==> config.mk <==
export PLATFORM = sky130hd
export DESIGN_NAME = weight_sram_loader
export DESIGN_NICKNAME = d
export VERILOG_FILES = /design/src/rtl/epu_pkg.sv /design/src/rtl/weight_sram_loader.sv
export SDC_FILE = /design/constraint.sdc
export NUM_CORES = 1
export LEC_CHECK = 0
export BUFFER_PORTS_ARGS = -buffer_cell sky130_fd_sc_hd__buf_4
export CORE_MARGIN = 5
export CORE_UTILIZATION = 55
export DETAILED_ROUTE_END_ITERATION = 7
export PLACE_DENSITY = 0.8
export SETUP_SLACK_MARGIN = 0.5
export SKIP_CTS_REPAIR_TIMING = 1
export SKIP_LAST_GASP = 1
export SYNTH_ARGS = -nofsm -noshare
export SYNTH_HDL_FRONTEND = slang
export SYNTH_SLANG_ARGS = --single-unit
==> constraint.sdc <==
create_clock -name clk -period 4.25 [get_ports clk]
set_input_delay 0.2125 -clock clk [delete_from_list [all_inputs] [get_ports clk]]
set_output_delay 0.2125 -clock clk [all_outputs]
set_load 0.01 [all_outputs]
==> src/rtl/epu_pkg.sv <==
// rtl/epu_pkg.sv - shared EPU sizing constants for the weight SRAM
package epu_pkg;
  localparam int ADDR_W    = 14;
  localparam int DATA_W    = 32;
  localparam int DEPTH     = 5168;
  localparam int BIAS_BASE = 5120;
endpackage

==> src/rtl/weight_sram_loader.sv <==
// rtl/weight_sram_loader.sv - streams host words into the weight SRAM system-load port
// One-stage registered write path; accumulates a 32-bit checksum of accepted words.
module weight_sram_loader #(
  parameter int DEPTH  = epu_pkg::DEPTH,
  parameter int ADDR_W = epu_pkg::ADDR_W,
  parameter int DATA_W = epu_pkg::DATA_W
) (
  input  logic              clk,
  input  logic              rst,
  input  logic              i_start,
  input  logic [ADDR_W-1:0] i_base_addr,
  input  logic [ADDR_W:0]   i_length,
  input  logic              i_abort,
  input  logic              i_data_valid,
  input  logic [DATA_W-1:0] i_data,
  output logic              o_data_ready,
  output logic              o_system_load,
  output logic              o_system_CEB,
  output logic              o_system_WEB,
  output logic [ADDR_W-1:0] o_system_A,
  output logic [DATA_W-1:0] o_system_DI,
  output logic              o_busy,
  output logic              o_done,
  output logic              o_err,
  output logic [31:0]       o_checksum
);
  typedef enum logic [1:0] {IDLE, LOAD, DRAIN, DONE} state_t;

  localparam logic [ADDR_W+1:0] L_DEPTH = (ADDR_W+2)'(DEPTH);
  localparam logic [ADDR_W:0]   L_REM_1 = (ADDR_W+1)'(1);
  localparam logic [ADDR_W-1:0] L_ADR_1 = ADDR_W'(1);

  state_t            r_state;
  logic [ADDR_W:0]   r_remaining;
  logic [ADDR_W-1:0] r_addr;
  logic              r_aborted;
  logic              r_busy;
  logic              r_done;
  logic              r_err;
  logic              r_ceb;
  logic              r_web;
  logic [ADDR_W-1:0] r_a;
  logic [DATA_W-1:0] r_di;
  logic [31:0]       r_checksum;

  logic [ADDR_W+1:0] w_end;
  logic              w_range_ok;
  logic              w_ready;
  logic              w_accept;

  // Extra headroom bit so base+length cannot overflow before the range compare.
  assign w_end      = {2'b00, i_base_addr} + {1'b0, i_length};
  assign w_range_ok = (w_end <= L_DEPTH);
  assign w_ready    = (r_state == LOAD) && (r_remaining != '0) && !i_abort;
  assign w_accept   = i_data_valid && w_ready;

  always_ff @(posedge clk) begin
    if (rst) begin
      r_state     <= IDLE;
      r_remaining <= '0;
      r_addr      <= '0;
      r_aborted   <= 1'b0;
      r_busy      <= 1'b0;
      r_done      <= 1'b0;
      r_err       <= 1'b0;
      r_ceb       <= 1'b1;
      r_web       <= 1'b1;
      r_a         <= '0;
      r_di        <= '0;
      r_checksum  <= '0;
    end else begin
      r_ceb  <= 1'b1;
      r_web  <= 1'b1;
      r_done <= 1'b0;
      r_err  <= 1'b0;
      case (r_state)
        IDLE: begin
          if (i_start) begin
            if (!w_range_ok) begin
              r_err <= 1'b1;
            end else begin
              r_addr      <= i_base_addr;
              r_remaining <= i_length;
              r_checksum  <= '0;
              r_aborted   <= 1'b0;
              r_busy      <= 1'b1;
              if (i_length == '0) begin
                r_state <= DONE;
                r_done  <= 1'b1;
              end else begin
                r_state <= LOAD;
              end
            end
          end
        end
        LOAD: begin
          if (i_abort) begin
            r_state   <= DRAIN;
            r_aborted <= 1'b1;
          end else if (w_accept) begin
            r_ceb       <= 1'b0;
            r_web       <= 1'b0;
            r_a         <= r_addr;
            r_di        <= i_data;
            r_addr      <= r_addr + L_ADR_1;
            r_remaining <= r_remaining - L_REM_1;
            r_checksum  <= r_checksum + 32'(i_data);
            if (r_remaining == L_REM_1) r_state <= DRAIN;
          end
        end
        DRAIN: begin
          r_state <= DONE;
          r_done  <= 1'b1;
          r_err   <= r_aborted;
        end
        DONE: begin
          r_state <= IDLE;
          r_busy  <= 1'b0;
        end
        default: r_state <= IDLE;
      endcase
    end
  end

  assign o_data_ready  = w_ready;
  assign o_system_load = r_busy;
  assign o_busy        = r_busy;
  assign o_system_CEB  = r_ceb;
  assign o_system_WEB  = r_web;
  assign o_system_A    = r_a;
  assign o_system_DI   = r_di;
  assign o_done        = r_done;
  assign o_err         = r_err;
  assign o_checksum    = r_checksum;
endmodule

# == Word-level counts from Yosys, hierarchy flattened ==
# Cells that the tools add are included.
# classes
add_sub_neg,4
n_lt_le_gt_ge,1
eq_ne,11
n_mux,37
n_bitwise,2
n_reduce_logical,15
# op_table
operator,count
2-to-1 mux 32 bit,4
case mux 32 bit (2 select lines),1
2-to-1 mux 15 bit,4
2-to-1 mux 14 bit,4
adder 32 bit,1
case mux 15 bit (2 select lines),1
case mux 14 bit (2 select lines),1
adder 14 x 15 -> 16 bit,1
less-or-equal comparator 16 x 13 -> 1 bit (second input constant),1
== test 15 x 1 -> 1 bit (second input constant),1
logical NOT 15 bit,1
nonzero test 15 bit,1
subtractor 15 x 1 -> 15 bit (second input constant),1
adder 14 x 1 -> 14 bit (second input constant),1
2-to-1 mux 2 bit,6
2-to-1 mux 1 bit,11
inequality test 2 bit (second input constant),5
case mux 1 bit (2 select lines),4
case mux 2 bit (4 select lines),1
AND reduction 4 bit,2
AND reduction 3 bit,2
AND reduction 5 bit,1
== test 2 bit (second input constant),2
nonzero test 2 bit,2
8 further kinds,11
# totals
ff_bits,114
in_bits,66
out_inout_bits,85
elab_cells,81

# == Logic depth before layout (Yosys ltp) ==
# Gate-level depths: netlist of the first run.
# logic_depth
depth_word,7
mapped_depth,14
ltp_nobuf,11

# == Worst setup path after synthesis of the first run ==
# No wires, ideal clock.
# synth_timing
path_type,input to register
start,input port i_base_addr[0]
end,register r_addr[8]
setup_time_ns,0.131
arrival_time_ns,3.031
required_time_ns,4.119
path_slack_ns,1.088
cell_stages,14
path_buffers,3
cell_sequence,ha_1 -> fa_1 -> a21o_1 -> a221oi_4 -> o211ai_2 -> a21oi_2 -> xnor2_1 -> a2111o_1 -> buf_4 -> and2_4 -> buf_6 -> buf_6 -> o311ai_1 -> o31ai_1
# synth_between
elab_chain_cells,4
# synth_rtl
item,line_no,rtl
"start, declared",weight_sram_loader.sv:11,"input logic [ADDR_W-1:0] i_base_addr,"
adder 14 x 15 -> 16 bit,weight_sram_loader.sv:52,"assign w_end = {2'b00, i_base_addr} + {1'b0, i_length};"
less-or-equal comparator 16 x 13 -> 1 bit,weight_sram_loader.sv:53,assign w_range_ok = (w_end <= L_DEPTH);
inequality test 2 bit (no line),--,
AND reduction 5 bit (no line),--,
"end signal, assigned",weight_sram_loader.sv:82,r_addr <= i_base_addr;
"end signal, assigned",weight_sram_loader.sv:105,r_addr <= r_addr + L_ADR_1;
"end, declared",weight_sram_loader.sv:35,logic [ADDR_W-1:0] r_addr;
# No other way between the ends.
# A chain may end at the register's enable or synchronous reset.

# == Final worst setup path of the first run ==
# layout_timing
start,"register r_checksum[0], in the netlist o_checksum[0]"
end,"register r_checksum[30], in the netlist o_checksum[30]"
# layout_between
elab_chain_cells,4
# layout_rtl
item,line_no,rtl
"start, declared",weight_sram_loader.sv:44,logic [31:0] r_checksum;
"start signal, assigned",weight_sram_loader.sv:107,r_checksum <= r_checksum + 32'(i_data);
adder 32 bit,weight_sram_loader.sv:107,
2-to-1 mux 32 bit,weight_sram_loader.sv:100,end else if (w_accept) begin
2-to-1 mux 32 bit,weight_sram_loader.sv:97,if (i_abort) begin
case mux 32 bit (2 select lines),weight_sram_loader.sv:76,case (r_state)
# No other way between the ends. The select of a mux whose other input is x is not followed.

==> flow_metrics.tcl, run 1 <==
set metrics [dict create \
    outcome "finished clean" \
    drv_slew 0 \
    p_total_mw 4.94 \
    synth.largest_area_cell "dfxtp_1" \
    pwr-share-comb 0.431 \
    rsz0062_at_grt "no" \
    power.density_nw_per_um2 538 \
    num_vias 7715 \
    seq_power_share 0.285 \
    clk_path_buf_depth 2 \
    worst_slack_ns 0.780 \
    wl_per_cell_um 17.4 \
    clk_latency_ns 0.42 \
    initial_core_util 0.560 \
    skew_ns 0.00981 \
    synth-async-reset-ratio 0 \
    period_minus_slack_ns 3.47 \
    synth_area_um2 7420 \
    die_x_um 126 \
    fp.dieH_um 126 \
    synth_flop_cell "dfxtp_1" \
    syn_inst 956 \
    drt_wl_total_mm 22.0 \
    dieArea_um2 15900 \
    hold_ws_ns 0.0575 \
    gr-usage-all-layers 0.264 \
    first_iter_violations 701 \
    synth_warnings 0 \
    ctsHtreeMaxLevel 4 \
    vdd_drop_max_v 0.000476 \
    firstDrtPassIters 5 \
    pwr-share-clk 0.285 \
    synth_area_leaders "dfxtp_1, ha_1, a21oi_1" \
    crit_type "reg -> reg" \
    hpwl_mm 15.3 \
    area_delta_synth_final_pct 23.9 \
    crit_arrival_ns 3.77 \
    synth_top_area_share 0.308 \
    r2r_slack_ns 0.78 \
    fin_area_um2 9190 \
    coreArea_um2 13200 \
    slew-limit-headroom 0.463 \
    numClockSinks 114 \
    max_freq_mhz 288 \
    antenna_found_initial 0 \
    maxCapViolCount 0 \
    setup_tns_ns 0 \
    synth_edf_count 0 \
    setup_viol_count_final 0 \
    port_buffers 150 \
    end_kind "flip-flop" \
    grt_pass1_vias 7020 \
    required_ns 4.55 \
    avgSynthCellArea_um2 7.76 \
    grt_start_max_net_pins 75 \
    cts_tree "yes" \
    gp_congestion 0.924 \
    internal_power_mw 2.82 \
    clk_pin_slew_ns 0.06 \
    drtAntennaViolNets 0 \
    drive_gt1_frac 0.198 \
    ys_ff_latch 114 \
    yosysUniqueCellTypes 80 \
    syn_nets 1076 \
    hold_violations 0 \
    grt_pass1_wl_mm 35.1 \
    power.leakage_nw 3.69 \
    dpl_cell_area_um2 8600 \
    grt_overflow 0 \
    period_share 0.817 \
    n_antenna_cell 0 \
    start_kind "flip-flop" \
    min_path_type "in -> reg" \
    cp_max_fo 4 \
    cts_root_buf "clkbuf_16" \
    fp-row-count 42 \
    yosysMostFrequentCell "nand2_1" \
    drc 0 \
    cts_buffers 17 \
    pre_cts_slack_ns 0.557 \
    p_sw_mw 2.12 \
    ys_top_cells_by_count "nand2_1, a21oi_1, dfxtp_1" \
    final_nets 1193 \
    swShare 0.430 \
    io_pins 151 \
    routed_via_density 6.11 \
    worst_pin_slew_ns 0.805 \
    seq_area_frac_synth 0.308 \
]
## stage by stage
step / utilization / cells
after floorplan: - / 956
after global placement: 0.649 / 1230
after detailed placement: 0.649 / 1230
after CTS: 0.693 / 1262
after global routing: 0.694 / 1262
final: 0.694 / 1262
## registers in the layout, indices dropped and copies added, names as in the netlist
name and flops:
o_checksum 32, o_system_DI 32, r_remaining 15, o_system_A 14
r_addr 14, r_state 2, o_busy 1, o_done 1
o_err 1, o_system_WEB 1, r_aborted 1
## power groups by stage
stage | Sequential, mW | Combinational (mW) | Clock (mW)
6_report | 1.41 | 2.13 | 1.41
3_3_place_gp | 1.42 | 2.06 | 0
5_1_grt | 1.43 | 2.31 | 1.48
3_5_place_dp | 1.42 | 2.08 | 0
2_1_floorplan | 1.39 | 1.53 | 0
4_1_cts | 1.40 | 2.10 | 1.42
## worst max-delay path, cell delays in order, from the launching register on
cell and delay (ns):
dfxtp_1 0.32, ha_1 0.22, fa_1 0.41, a21o_1 0.19
a31o_2 0.25, a31oi_1 0.40, o21ba_2 0.24, o21ai_0 0.22
a311oi_2 0.48, o21ai_0 0.20, a311oi_1 0.34, o31ai_1 0.09
## layer usage
| metal | track usage | wire, µm | share of wire | up-vias |
|---|---|---|---|---|
| met4 | 0.0637 | 304 | 0.014 | 0 |
| met1 | 0.355 | 9890 | 0.45 | 3621 |
| li1 | - | - | - | 3777 |
| met3 | 0.0584 | 1480 | 0.067 | 33 |
| met5 | 0 | 0 | 0 | - |
| met2 | 0.432 | 10300 | 0.47 | 284 |
## logic make-up (layout without fill, tap and decap cells)
kind of cell / count (synthesis) / count (layout) / synth area share
buffers and inverters: 89 / 219 / 0.0523
AOI/OAI and AO/OA: 329 / 329 / 0.286
and+or+nand+nor: 334 / 334 / 0.217
xor gates and xnor gates: 29 / 29 / 0.0343
muxes: 7 / 7 / 0.00962
DFF: 114 / 114 / 0.308
adders and majority gates: 54 / 54 / 0.0931
## area by class of cell
| type | instances | area (µm²) |
|---|---|---|
| Inverter | 29 | 109 |
| Tap cell | 176 | 220 |
| Sequential cell | 114 | 2280 |
| Fill cell | 1123 | 4060 |
| Clock buffer | 17 | 425 |
| Multi-Input combinational cell | 753 | 4790 |
| Clock inverter | 15 | 159 |
| Timing Repair Buffer | 158 | 1200 |
## layout by cell type (no fill, tap or decap), types with 9 or more instances in the layout
cell type and n:
nor3_1 12, or3_1 11, o21ai_0 49, xnor2_1 15, buf_4 157, xor2_1 14
ha_1 51, clkbuf_16 17, nand4_1 12, a211oi_1 14, nand2_1 150, a31oi_1 18
nor2_1 35, a32oi_1 9, o21ai_1 20, nor4_1 18, a21oi_1 120, dfxtp_1 114
nand3_1 44, inv_1 27, a21o_1 13
## path summary, 6_finish.rpt
kind | start | endpoint | cells after the start
worst max-delay path | o_checksum[0] | o_checksum[30] | 11
worst max register to register | o_checksum[0] | o_checksum[30] | 11
worst min-delay path | i_data[24] | o_system_DI[24] | 3
worst min register to register | o_system_A[3] | o_system_A[3] | 2
Power figures use the tool's default switching activity.
==> run 2: changes to the inputs <==
==> constraint.sdc (replaced) <==
create_clock -name clk -period 3.4 [get_ports clk]
set_input_delay 0.17 -clock clk [delete_from_list [all_inputs] [get_ports clk]]
set_output_delay 0.17 -clock clk [all_outputs]
set_load 0.01 [all_outputs]
==> flow_metrics.tcl, run 2 (same netlist as run 1, synthesis figures left out) <==
set metrics [dict create \
    die_x_um 126 \
    crit_chain "buf_8 > ha_4 > fa_2 > a21o_1 > a221oi_4 > buf_4 > mux2i_1 > o22ai_1 > nand4_1 > a2111o_2 > a2111oi_0 > o21ai_0 > a21oi_1" \
    crit_type "in -> reg" \
    routed_via_density 6.34 \
    cp_num_buf_inv 2 \
    grt_pass1_wl_mm 36.4 \
    drv_slew 0 \
    multi_input_area_um2 5100 \
    power.density_nw_per_um2 747 \
    period_minus_slack_ns 3.05 \
    vdd_drop_max_v 0.000740 \
    cp_max_fo 5 \
    grt_overflow 0 \
    start_kind "input port" \
    maxCapViolCount 0 \
    worst_pin_slew_ns 0.682 \
    clk_path_buf_depth 2 \
    setup_viol_count_final 0 \
    dpl_cell_area_um2 8730 \
    cts_tree "yes" \
    initial_core_util 0.560 \
    grt_pass1_vias 7428 \
    worst_path_dominant_cell_family "compound AO/OA/AOI/OAI gates" \
    fp.dieH_um 126 \
    cts_root_buf "clkbuf_16" \
    drc 0 \
    grt_start_max_net_pins 60 \
    setup_tns_ns 0 \
    critical_path.max_stage_delay_ns 0.56 \
    hpwl_mm 15.5 \
    p_total_mw 7.42 \
    first_iter_violations 904 \
    io_pins 151 \
    hold_violations 0 \
    drtAntennaViolNets 0 \
    clk_pin_slew_ns 0.06 \
    outcome "finished clean" \
    fillers 1024 \
    n_antenna_cell 0 \
    clk_latency_ns 0.42 \
    gp_congestion 0.913 \
    dp.cells 1242 \
    required_ns 3.74 \
    crit_arrival_ns 3.40 \
    final_nets 1232 \
    slew-limit-headroom 0.546 \
    port_buffers 150 \
    power.leakage_nw 4.00 \
    numClockSinks 114 \
    gr-usage-all-layers 0.274 \
    fin_area_um2 9930 \
    register_area_um2 2280 \
    drt_wl_total_mm 24.8 \
    end_kind "flip-flop" \
    mostFrequentLayoutCells "buf_4, nand2_1, a21oi_1" \
    fp-row-count 42 \
    fin_cells 1301 \
    final_common_cell "buf_4" \
    num_vias 8244 \
    skew_ns 0.00761 \
    wl_per_cell_um 19.0 \
    finish.utilization 0.750 \
    period_share 0.898 \
    area_delta_synth_final_pct 33.9 \
    cts_buffers 17 \
    rsz0062_at_grt "yes" \
    max_freq_mhz 328 \
    firstDrtPassIters 5 \
    dieArea_um2 15900 \
    min_path_type "in -> reg" \
    ctsHtreeMaxLevel 4 \
    cp_slowest_cell "a2111oi_0" \
    coreArea_um2 13200 \
    antenna_found_initial 0 \
    drive_gt1_frac 0.262 \
]
run 2: metrics by stage:
step / worst slack, ns / hold slack [ns]
after floorplan: 0.451 / 0.306
after global placement: 0.0971 / 0.433
after detailed placement: -0.0453 / 0.442
after CTS: 0.109 / 0.00478
after global routing: 0.233 / 0.00221
final: 0.348 / 0.00902
run 2: power by group:
part | leakage [nW] | switching [mW] | internal (mW) | total, mW
clock | 0.306 | 0.659 | 1.32 | 1.98
combinational | 2.77 | 2.19 | 1.46 | 3.65
sequential | 0.924 | 0.247 | 1.54 | 1.78
total | 4.00 | 3.10 | 4.32 | 7.42
run 2: worst paths after layout:
| check | startpoint | to | slack [ns] | cells after the start |
|---|---|---|---|---|
| min reg2reg | o_system_DI[29] | o_system_DI[29] | 0.45 | 2 |
| min | i_data[23] | o_system_DI[23] | 0.009 | 3 |
| max | i_length[0] | r_addr[3] | 0.35 | 13 |
| max reg2reg | o_checksum[0] | o_checksum[30] | 0.47 | 11 |
run 2: area by class of cell:
cell class	instances	area share
tap	176	0.0222
sequential	114	0.230
timing repair buffer	192	0.158
inverter	29	0.0110
multi-input combinational	758	0.513
clock buffer	19	0.0446
clock inverter	13	0.0209
run 2: tightest hold or removal path: cells and delay by family:
family / cells / cell delay, ns
buffers and inverters: 1 / 0.11
and+or+nand+nor: 1 / 0.05
AOI/OAI and AO/OA: 1 / 0.05
run 2: per-layer routing:
layer | track usage | vias up | part of all wire
met5 | 0 | - | 0
met4 | 0.105 | 0 | 0.033
met3 | 0.0610 | 79 | 0.095
met2 | 0.454 | 466 | 0.46
met1 | 0.350 | 3841 | 0.41
li1 | - | 3858 | -
==> run 3: changes to the inputs <==
--- a/config.mk
+++ b/config.mk
@@ -10,6 +10,7 @@
 export CORE_UTILIZATION = 55
 export DETAILED_ROUTE_END_ITERATION = 7
 export PLACE_DENSITY = 0.8
+export REMOVE_ABC_BUFFERS = 1
 export SETUP_SLACK_MARGIN = 0.5
 export SKIP_CTS_REPAIR_TIMING = 1
 export SKIP_LAST_GASP = 1
==> flow_metrics.tcl, run 3 (same netlist as run 1, synthesis figures left out) <==
set metrics [dict create \
    min_path_cells 3 \
    clk_latency_ns 0.42 \
    antenna_found_initial 0 \
    n_antenna_cell 0 \
    rsz0062_at_grt "yes" \
    fillers 983 \
    clk_path_buf_depth 2 \
    hold-path-endpoint "o_system_DI[23]" \
    cts_buffers 17 \
    ctsHtreeMaxLevel 4 \
    hp-start "i_data[23]" \
    port_buffers 150 \
    end_kind "flip-flop" \
    r2r_slack_ns 0.50 \
    clk_pin_slew_ns 0.06 \
    gp_congestion 0.927 \
    coreArea_um2 13200 \
    period_share 0.875 \
    mostFrequentLayoutCells "buf_4, nand2_1, a21oi_1" \
    power.leakage_nw 4.01 \
    regToRegStartpoint "r_remaining[6]" \
    first_iter_violations 867 \
    hold_violations 0 \
    start_kind "input port" \
    hold_ws_ns 0.0106 \
    hpwl_mm 15.2 \
    crit_type "in -> reg" \
    drc 0 \
    final_common_cell "buf_4" \
    firstDrtPassIters 5 \
    grt_start_max_net_pins 69 \
    worst_slack_ns 0.423 \
    maxCapViolCount 0 \
    grt_pass1_wl_mm 35.7 \
    io_pins 151 \
    period_minus_slack_ns 2.98 \
    worst_r2r_path_depth 12 \
    power.density_nw_per_um2 748 \
    min_path_type "in -> reg" \
    slew-limit-headroom 0.491 \
    die_x_um 126 \
    cts_root_buf "clkbuf_16" \
    gr-usage-all-layers 0.266 \
    dieArea_um2 15900 \
    initial_core_util 0.560 \
    grt_pass1_vias 7368 \
    drv_slew 0 \
    cp_max_fo 6 \
    final_nets 1232 \
    fin_cells 1300 \
    drive_gt1_frac 0.262 \
    required_ns 3.74 \
    fp-row-count 42 \
    worst_pin_slew_ns 0.763 \
    drt_wl_total_mm 23.7 \
    crit_arrival_ns 3.32 \
    fp.dieH_um 126 \
    wl_per_cell_um 18.2 \
    routed_via_density 6.24 \
    numClockSinks 114 \
    cts_tree "yes" \
    num_vias 8110 \
    setup_viol_count_final 0 \
    grt_overflow 0 \
    skew_ns 0.00782 \
    reg2reg_to "r_remaining[4]" \
    dp.cells 1247 \
    vdd_drop_max_v 0.000502 \
    max_freq_mhz 336 \
    area_delta_synth_final_pct 34.4 \
    drtAntennaViolNets 0 \
    pre_cts_slack_ns -0.0476 \
    outcome "finished clean" \
]
run 3: cell types whose count changed in the layout (fill, tap and decap cells not counted), moves of 3 or more:
| cell | delta |
|---|---|
| and2_4 | -3 |
| buf_12 | +4 |
| buf_6 | -5 |
| nand2_1 | +3 |
| o21ai_1 | -3 |
run 3: final cells by class:
type / instances / area (µm²) / area share
sequential: 114 / 2280 / 0.229
inverter: 29 / 109 / 0.0109
timing repair buffer: 196 / 1650 / 0.165
multi-input combinational: 754 / 5060 / 0.508
tap: 176 / 220 / 0.0221
clock buffer: 21 / 470 / 0.0472
clock inverter: 10 / 180 / 0.0181
run 3: layer usage:
layer / up-vias / share of wire / global-route usage
met5: - / 0 / 0
li1: 3850 / - / -
met3: 44 / 0.071 / 0.0601
met2: 368 / 0.47 / 0.423
met1: 3848 / 0.43 / 0.362
met4: 0 / 0.024 / 0.0814
run 3: worst max path at each step:
stage,endpoint,cells past startpoint,from
after detailed placement,r_addr[3],13,i_base_addr[0]
after global placement,r_addr[3],13,i_base_addr[0]
final,r_remaining[2],14,i_base_addr[0]
after global routing,r_remaining[2],13,i_base_addr[0]
after floorplan,r_addr[7],9,r_state[1]
after CTS,o_checksum[30],11,o_checksum[0]
run 3: critical path, cell delays in order:
cell and delay, ns:
buf_8 0.10, ha_4 0.16, fa_2 0.36, a21o_1 0.20, buf_4 0.14, a211o_1 0.28
nand2_1 0.07, a2111o_1 0.14, nand4_1 0.14, a2111o_2 0.60, buf_2 0.22, a2111oi_2 0.41
o21ai_0 0.16, a31oi_1 0.16
run 3: where the power goes:
part	switching (mW)	total, mW	internal (mW)
Combinational	2.12	3.69	1.57
Clock	0.635	1.98	1.35
Sequential	0.243	1.78	1.54
Total	3.00	7.45	4.45
run 3: metrics by stage:
step,TNS (ns),area (µm²),utilization,power (mW)
global route,0,9970,0.753,7.79
floorplan,-200.05,7140,-,3.42
finish,0,9970,0.753,7.45
global placement,0,8740,0.660,4.51
detailed placement,-0.220,8740,0.660,4.55
CTS,0,9390,0.709,6.53
